### src/rtl/fetch_queue.sv
// fetch_queue: instruction-fetch front end with sequential fetch, redirect flush and a small FWFT queue
//
// Ports:
//   i_clock        clock, all state updates on the rising edge
//   i_reset        synchronous active-high reset
//   o_imem_req     fetch request, held until i_imem_ack
//   o_imem_addr    word-aligned fetch address, stable while o_imem_req is high
//   i_imem_ack     memory returns i_imem_rdata this cycle (ignored while o_imem_req is low)
//   i_imem_rdata   fetched instruction word
//   i_redirect     one-cycle pulse: flush the queue and restart fetch at i_redirect_pc
//   i_redirect_pc  new fetch address (low two bits ignored)
//   o_instr_valid  head entry valid
//   o_instr        head instruction word
//   o_instr_pc     PC of the head instruction
//   i_instr_ready  core consumes the head when valid and ready
module fetch_queue #(
    parameter int          DEPTH    = 4,
    parameter logic [31:0] RESET_PC = 32'h0000_0000
) (
    input  logic        i_clock,
    input  logic        i_reset,
    output logic        o_imem_req,
    output logic [31:0] o_imem_addr,
    input  logic        i_imem_ack,
    input  logic [31:0] i_imem_rdata,
    input  logic        i_redirect,
    input  logic [31:0] i_redirect_pc,
    output logic        o_instr_valid,
    output logic [31:0] o_instr,
    output logic [31:0] o_instr_pc,
    input  logic        i_instr_ready
);
    localparam int AW = $clog2(DEPTH);
    localparam logic [AW:0] FULL = (AW+1)'(DEPTH);

    typedef enum logic [1:0] {IDLE, REQ, DROP} state_t;

    state_t        r_state;
    logic [31:0]   r_fetch_pc;
    logic [31:0]   r_req_addr;
    logic [AW:0]   r_count;
    logic [AW-1:0] r_rd;
    logic [AW-1:0] r_wr;
    logic [31:0]   r_ins [DEPTH];
    logic [31:0]   r_pcs [DEPTH];

    logic        w_ack;
    logic        w_push;
    logic        w_pop;
    logic [AW:0] w_count;
    logic [31:0] w_next_pc;
    logic [31:0] w_redir_pc;

    // An ack only means something while a request is on the bus.
    assign w_ack      = i_imem_ack && (r_state != IDLE);
    assign w_push     = (r_state == REQ) && w_ack;
    assign w_pop      = o_instr_valid && i_instr_ready;
    assign w_count    = r_count + (AW+1)'(w_push) - (AW+1)'(w_pop);
    assign w_next_pc  = r_req_addr + 32'd4;
    assign w_redir_pc = {i_redirect_pc[31:2], 2'b00};

    assign o_imem_req    = (r_state != IDLE);
    assign o_imem_addr   = r_req_addr;
    assign o_instr_valid = (r_count != '0);
    assign o_instr       = r_ins[r_rd];
    assign o_instr_pc    = r_pcs[r_rd];

    always_ff @(posedge i_clock) begin
        if (i_reset) begin
            r_state    <= IDLE;
            r_fetch_pc <= RESET_PC;
            r_req_addr <= '0;
            r_count    <= '0;
            r_rd       <= '0;
            r_wr       <= '0;
            for (int i = 0; i < DEPTH; i++) begin
                r_ins[i] <= '0;
                r_pcs[i] <= '0;
            end
        end else if (i_redirect) begin
            // Flush wins over any push/pop this cycle; the returning word (if any) is dropped.
            r_count    <= '0;
            r_rd       <= '0;
            r_wr       <= '0;
            r_fetch_pc <= w_redir_pc;
            if (r_state == IDLE || w_ack) begin
                r_state    <= REQ;
                r_req_addr <= w_redir_pc;
            end else begin
                // A request is still pending at the old address: wait it out.
                r_state <= DROP;
            end
        end else begin
            if (w_push) begin
                r_ins[r_wr] <= i_imem_rdata;
                r_pcs[r_wr] <= r_req_addr;
                r_wr        <= r_wr + 1'b1;
            end
            if (w_pop)
                r_rd <= r_rd + 1'b1;
            r_count <= w_count;
            if (r_state == IDLE && r_count < FULL) begin
                r_state    <= REQ;
                r_req_addr <= r_fetch_pc;
            end else if (r_state == REQ && w_ack) begin
                r_fetch_pc <= w_next_pc;
                if (w_count < FULL)
                    r_req_addr <= w_next_pc;
                else
                    r_state <= IDLE;
            end else if (r_state == DROP && w_ack) begin
                r_state    <= REQ;
                r_req_addr <= r_fetch_pc;
            end
        end
    end
endmodule

### config.mk
export PLATFORM = sky130hd
export DESIGN_NAME = fetch_queue
export DESIGN_NICKNAME = d
export VERILOG_FILES = /design/src/rtl/fetch_queue.sv
export SDC_FILE = /design/constraint.sdc
export NUM_CORES = 1
export LEC_CHECK = 0
export ABC_AREA = 1
export BUFFER_PORTS_ARGS = -buffer_cell sky130_fd_sc_hd__buf_2
export CAP_MARGIN = 5
export CORE_MARGIN = 1.5
export CORE_UTILIZATION = 55
export DETAILED_ROUTE_END_ITERATION = 8
export HOLD_SLACK_MARGIN = 0.06
export PLACE_DENSITY = 0.76
export SLEW_MARGIN = 20
export SYNTH_ARGS = -nofsm -noshare
export SYNTH_HDL_FRONTEND = slang
export SYNTH_SLANG_ARGS = --single-unit
### constraint.sdc
create_clock -name i_clock -period 9.5 [get_ports i_clock]
set_input_delay 1.425 -clock i_clock [delete_from_list [all_inputs] [get_ports i_clock]]
set_output_delay 1.425 -clock i_clock [all_outputs]
set_load 0.01 [all_outputs]
Yosys cells after proc, flatten, opt, wreduce, memory -nomap -nowiden
Memories as Yosys holds them, arrays and structs flattened. A register that Yosys moved wholly into a read port is not among the register bits.
Index checks and enable logic that the tools add are counted.
- register bits after elaboration: 73
- bits in writable memories: 256
- input bits: 69
- output and inout bits: 98
- word-level logic and storage cells: 72
- memories kept: 2
- memories (name ; depth ; width ; read ports ; clocked after Yosys merged registers in ; write ports ; RTL line ; RTL):
    r_ins ; 4 ; 32 ; 1 ; 1 ; 4 ; 44 ; logic [31:0] r_ins [DEPTH];
    r_pcs ; 4 ; 32 ; 1 ; 1 ; 4 ; 45 ; logic [31:0] r_pcs [DEPTH];
- $add $sub $neg: 5
- order comparisons: 2
- equality and inequality tests: 6
- multiplexer cells: 31
- bitwise logic cells: 1
- reductions and logical operators: 18
- operator list (kind ; count):
    $mux 32 ; 11
    $reduce_or 32->1 ; 2
    $add 32x3->32 const B ; 1
    $mux 2 ; 12
    $mux 1 ; 8
    $lt 3x3->1 const B ; 2
    $reduce_and 2->1 ; 3
    $logic_and 1x1->1 ; 5
    $add 2x1->2 const B ; 2
    $ne 4x2->1 const B ; 1
    $ne 4x4->1 const B ; 1
    $reduce_bool 2->1 ; 2
    $reduce_bool 4->1 ; 1
    $add 3x1->3 ; 1
    $reduce_and 3->1 ; 1
    $reduce_bool 3->1 ; 1
    $sub 3x1->3 ; 1
    $eq 2x1->1 const B ; 1
    $eq 2x2->1 const B ; 1
    $logic_not 2->1 ; 1
    $ne 2x1->1 const B ; 1
    $ne 2x2->1 const B ; 1
    $reduce_or 2->1 ; 1
    $logic_or 1x1->1 ; 1
    $not 1->1 ; 1

Longest topological paths before layout
Gate-level depths: netlist of the first run.
- depth after elaboration: 10
- gate-level depth with buffers: 19
- gate-level depth less buffers: 19

Least setup slack after synthesis of the first run
Ideal clock, no wire load.
- path type: input to register
- start point: input i_redirect
- end point: memory r_ins[1][0] (enable)
- setup time: 0.581 ns
- arrival time: 6.543 ns
- data required time: 8.919 ns
- path slack: 2.376 ns
- stages on the path: 3
- buffers on the path: 2
- cells stage by stage: buf_6 clkbuf_1 o31ai_1
- RTL lines (what ; RTL line ; RTL):
    start, declared ; 26 ; input logic i_redirect,
    end, declared ; 44 ;

==> results of run 1 <==
-- per-stage QoR --
stage                     hold slack (ps)  total power (uW)  cell area [sq um]  std cells
final                                 453              3270              17000       2090
after global routing                  484              3380              17000       2090
after CTS                             457              3290              17000       2090
after detailed placement              446              2030              15900       2030
after global placement                441              2020              15900       2030
after floorplan                       436              1910              15100       1608
-- cell usage after synthesis (all sizes together) --
cell    instances  area [sq um]
fa              1          20.0
nor2          412          1710
nand2         215           817
clkinv          2          7.51
a31oi           5          31.3
nor3           65           330
nor3b           1          7.51
clkbuf         53           199
inv           147           552
a21oi          52           260
o21ai         147           736
nand3b          1          7.51
nand3          33           178
a22oi           2          15.0
o211ai          1          7.51
o22ai          80           500
and2            3          18.8
xor2            9          78.8
o31ai           1          7.51
dfxtp          75          1500
buf            44           340
edfxtp        256          7690
ha              3          37.5
-- cell families after synthesis --
group | after synthesis | share of synthesized area (%)
simple gates | 730 | 20.4
flops | 331 | 61.0
compound gates | 288 | 10.3
buf+inv | 246 | 7.30
xor+xnor | 9 | 0.524
fa+ha+maj | 4 | 0.382
-- state kept, by name, indices dropped and copies added, names as in the netlist, named ones only --
signal,flops
r_state,2
o_imem_addr,32
r_ins,128
r_count,3
r_fetch_pc,32
r_pcs,128
r_rd,2
r_wr,2
-- where the power goes --
group,total (uW),internal [uW],switching [uW],leakage (uW)
clock,1270,735,531,0.000505
combinational,333,98.1,235,0.00305
sequential,1670,1630,42.0,0.00327
total,3270,2460,808,0.00682
-- metal layers --
metal,part of all wire [%],up-vias
met4,2.8,0
met1,42,5408
met2,48,470
met3,7.7,62
met5,0,-
li1,-,5614
-- worst max-delay path by stage --
stage                     endpoint  depth (start not counted)
floorplan              r_ins[1][0]                          3
global placement    o_instr_pc[17]                          6
detailed placement  o_imem_addr[8]                          9
CTS                 o_instr_pc[15]                          6
global route        o_instr_pc[16]                          6
finish              o_instr_pc[15]                          6
-- final cells by class --
type	count	area, sq um	share of cell area, %
clock buffers	46	960	5.66
clock inverters	14	87.6	0.517
inverters	149	563	3.32
multi-input cells	1031	4800	28.3
flip-flops and latches	331	9190	54.2
well taps	341	427	2.52
repair buffers	178	926	5.46
-- critical path: stages (launching register included) --
cell and delay [ps]:
dfxtp_2 310, buf_4 560, clkinv_1 870, buf_4 550, o21ai_0 140, o22ai_1 180, buf_2 180
==> impl_metrics.yaml, run 1 <==
power:
  power_density_nw_per_um2: 193
  vdd_ir_drop_max_mv: 0.147
  p_leak_uw: 0.00682
placement:
  io_buffers: 164
  hpwlAfterDp_microns: 20400
  pre_cts_ws_ps: 5250
  gp_congestion: 0.920
clock_tree:
  post_cts_buffers: 0
  clk_latency_ps: 510
  root_buffer: "clkbuf_16"
  clkSinkCount: 331
  cts_hold_buffers: 0
  clock_path_buffers: 3
  cts_buffers: 36
  path_clk_slew_ps: 50
  cts_tree: "done"
  cts.htree.levels: 2
  ctsResizeCount: 0
timing:
  tightestPinTransition_ps: 1010
  finalClockSkew_ps: 15.8
  hold_viol_final: 0
  finalWorstSetupSlack_ps: 4750
  finalCriticalPeriod_ps: 4750
  slew_headroom_pct: 32.5
  finalCritPeriodShare_pct: 50.0
  rsz0062_at_grt: "false"
  setup_violations: 0
  fin_tns_setup_ps: 0
  slew_violations: 0
  clock.fmax_mhz: 211
min_path:
  holdPathStages: 2
  min_from: "r_rd[1]"
  min_path_type: "register to register"
yosys:
  ys_types: 35
  synth_cells: 1608
  syn_nets: 1681
  yosysSeqAreaShare_pct: 61.0
  syn_area_sq_um: 15100
  synth_area_per_cell_sq_um: 9.36
  ys_warn_count: 0
  synth_seq_cells: 331
global_route:
  first_global_vias: 11050
  grt-busiest-layer: "met2"
  grt_max_degree: 89
  antenna_found_initial: 0
  grt_use_total_pct: 25.3
  grtUsageMet2_pct: 42.2
  grt_overflow: 0
  grt_pass1_wl_microns: 56400
  met3_usage_pct: 3.90
  grtUsageMet1_pct: 33.7
detailed_routing:
  wl_microns: 36000
  route.detailed.drc: 0
  num_vias: 11554
  first_iter_violations: 1075
  antenna_left: 0
  dr.pass1.iters: 5
  vias_per_cell: 5.53
  wl_per_cell_microns: 17.2
cells_and_area:
  layout_commonest_cell: "nor2_1"
  fin_util_pct: 63.1
  nFillCells: 2236
  mostFrequentLayoutCells: "353 x nor2_1, 256 x edfxtp_1, 207 x nand2_1"
  num-nets-final: 1800
  n_antenna_cell: 0
  drive_above_1_share_pct: 17.4
  syn2layout_area_growth_pct: 12.6
floorplanning:
  rows: 60
  core_region_area_sq_um: 26900
  start_util_pct: 56.0
  dieArea_sq_um: 28400
  die_w_microns: 168
  ioPinCount: 167
  die_y_microns: 168
outcome:
  outcome: "finished, final reports clean"
critical_path:
  worst_setup_path_end_kind: "output pin"
  r2r_cells: 18
  r2r-start: "r_count[1]"
  cp.arrival_ps: 3320
  r2r_slack_ps: 6500
  worst_ep_required_time_ps: 8080
  startpoint_type: "register"
  r2r_end: "o_imem_addr[9]"
  critical_path_class: "register to output pin"
  crit_fanout: 65
flow_run:
  cap_violations: 0
Power figures use the tool's default switching activity.
==> run 2: changes to the inputs <==
--- a/config.mk
+++ b/config.mk
@@ -5,7 +5,7 @@
 export SDC_FILE = /design/constraint.sdc
 export NUM_CORES = 1
 export LEC_CHECK = 0
-export ABC_AREA = 1
+export ABC_AREA = 0
 export BUFFER_PORTS_ARGS = -buffer_cell sky130_fd_sc_hd__buf_2
 export CAP_MARGIN = 5
 export CORE_MARGIN = 1.5
==> constraint.sdc (replaced) <==
create_clock -name i_clock -period 4.9 [get_ports i_clock]
set_input_delay 0.735 -clock i_clock [delete_from_list [all_inputs] [get_ports i_clock]]
set_output_delay 0.735 -clock i_clock [all_outputs]
set_load 0.01 [all_outputs]
==> run 2 against run 1 <==
Core utilization is 1.6 points higher. Critical path depth is 6 higher. Register-to-register slack got worse by 5200 ps. Global-route usage shrank 0.83 points. Clock skew is 1.9 ps higher. Flip-flop and latch count unchanged. Worst hold slack better by 6.9 ps. Clock power up 94%. Count of clock-buffer cells in the layout is 3 lower. First-iteration DRC count fell by 14%. Worst setup slack got worse by 3400 ps. Area after synthesis down 1.4%. Critical path type is now register to register. Highest routed layer unchanged.
==> impl_metrics.yaml, run 2 <==
placement:
  gp_congestion: 0.784
  place_inst: 1546
  hpwlAfterDp_microns: 19000
  io_buffers: 164
min_path:
  holdPathStages: 2
  min_from: "r_fetch_pc[0]"
  min_to: "r_fetch_pc[0]"
  min_path_type: "register to register"
outcome:
  outcome: "finished, final reports clean"
timing:
  setup_violations: 0
  clock.fmax_mhz: 281
  rsz0062_at_grt: "false"
  finalCriticalPeriod_ps: 3560
  tightestPinTransition_ps: 1070
  slew_violations: 0
  finalCritPeriodShare_pct: 72.6
  finalClockSkew_ps: 17.8
  hold_viol_final: 0
  slew_headroom_pct: 28.3
  fin_tns_setup_ps: 0
clock_tree:
  clkSinkCount: 331
  root_buffer: "clkbuf_16"
  cts_hold_buffers: 0
  cts_tree: "done"
  cts_buffers: 36
  cts.htree.levels: 2
  clk_latency_ps: 520
  ctsResizeCount: 0
  path_clk_slew_ps: 60
  clock_path_buffers: 3
  post_cts_buffers: 0
detailed_routing:
  antenna_left: 0
  dr.pass1.iters: 5
  vias_per_cell: 6.00
  wl_microns: 34000
  wl_per_cell_microns: 21.1
  route.detailed.drc: 0
  first_iter_violations: 927
  num_vias: 9652
global_route:
  antenna_found_initial: 0
  grt_overflow: 0
  first_global_vias: 9523
  grt_max_degree: 80
  grt_use_total_pct: 24.4
  grt_pass1_wl_microns: 52700
floorplanning:
  rows: 59
  start_util_pct: 56.5
  ioPinCount: 167
  core_region_area_sq_um: 26300
  die_w_microns: 167
  dieArea_sq_um: 28000
  die_y_microns: 167
power:
  power_uw: 6240
  p_leak_uw: 0.00653
  vdd_ir_drop_max_mv: 0.254
  power_density_nw_per_um2: 367
yosys:
  synth.top_cell.area_share_pct: 51.8
  ys_types: 63
  synth_enable_flop_cells: 256
  syn_nets: 1204
  yosysSeqAreaShare_pct: 61.9
  synthTopCellsByArea: "edfxtp_1 52%, dfxtp_1 10%, mux4_2 9.7%"
  ys_warn_count: 0
  synth_cells: 1131
  synth_area_per_cell_sq_um: 13.1
  synth.most_common_cell: "edfxtp_1"
  synth_largest_area_cell: "edfxtp_1"
  synth_seq_cells: 331
  synthFlopType: "edfxtp_1"
  async_flop_share_pct: 0
  syn_area_sq_um: 14800
  ys_top_cells_by_count: "256 x edfxtp_1, 189 x and2_1, 80 x clkbuf_1"
critical_path:
  r2r_end: "o_imem_addr[31]"
  startpoint_type: "register"
  r2r-start: "r_count[2]"
  worst_setup_path_end_kind: "register"
  critical_path_class: "register to register"
  worst_ep_required_time_ps: 5330
  cp.arrival_ps: 3980
  r2r_slack_ps: 1340
  crit_fanout: 30
  r2r_cells: 12
cells_and_area:
  fin_util_pct: 64.6
  mostFrequentLayoutCells: "256 x edfxtp_1, 189 x and2_1, 164 x buf_2"
  num-nets-final: 1323
  layout_commonest_cell: "edfxtp_1"
  top_regs: "r_ins x128, r_pcs x128"
  instances_no_fill: 1610
  n_antenna_cell: 0
  syn2layout_area_growth_pct: 14.5
  drive_above_1_share_pct: 24.6
flow_run:
  cap_violations: 0
run 2: kinds of logic after synthesis:
kind of cell	share of synthesized area, %
AOI/OAI and AO/OA	6.26
and+or+nand+nor	17.4
adders and majority gates	0.388
xor gates and xnor gates	1.34
muxes	9.85
DFF	61.9
buffers and inverters	2.87
run 2: power by group:
group	leakage (uW)	switching [uW]	internal (uW)
clock	0.000524	1060	1420
sequential	0.00327	119	3150
combinational	0.00274	297	203
total	0.00653	1470	4770
run 2: how the worst max path moves through the flow:
stage	startpoint	end	slack [ps]	depth (start not counted)
floorplan	i_redirect	r_ins[3][0]	190	4
global placement	i_imem_ack	o_imem_addr[4]	1270	13
detailed placement	i_imem_ack	o_imem_addr[31]	1240	13
CTS	r_count[2]	o_imem_addr[31]	1370	12
global route	r_count[2]	o_imem_addr[4]	1150	12
finish	r_count[2]	o_imem_addr[31]	1340	12
run 2: layer usage:
layer	routed length (microns)	global-route usage, %	share of wire, %
met5	0	0	0
met4	633	6.42	1.9
met3	2390	3.43	7.0
met2	16400	40.2	48
met1	14600	34.5	43
run 2: stage by stage:
step	area [sq um]	hold slack [ps]	setup slack, ps
floorplan	14800	437	191
global placement	15900	445	1270
detailed placement	15900	452	1240
CTS	17000	460	1370
global route	17000	488	1150
finish	17000	460	1340
run 2: cell type report:
type / instances / area, sq um
fill: 1958 / 9290
sequential: 331 / 9200
multi-input combinational: 689 / 5280
timing repair buffer: 179 / 978
clock buffer: 43 / 937
tap: 335 / 419
clock inverter: 20 / 126
inverter: 13 / 48.8
run 2: worst max-delay path, cell delays in order (launching register included):
cell and delay [ps]:
dfxtp_1 320, or3_1 400, and2_1 240, ha_1 300, inv_1 30, ha_1 180, fa_1 370, xor3_1 250
o21ai_1 120, a211oi_4 700, buf_12 260, o21ai_0 90, a31oi_1 200
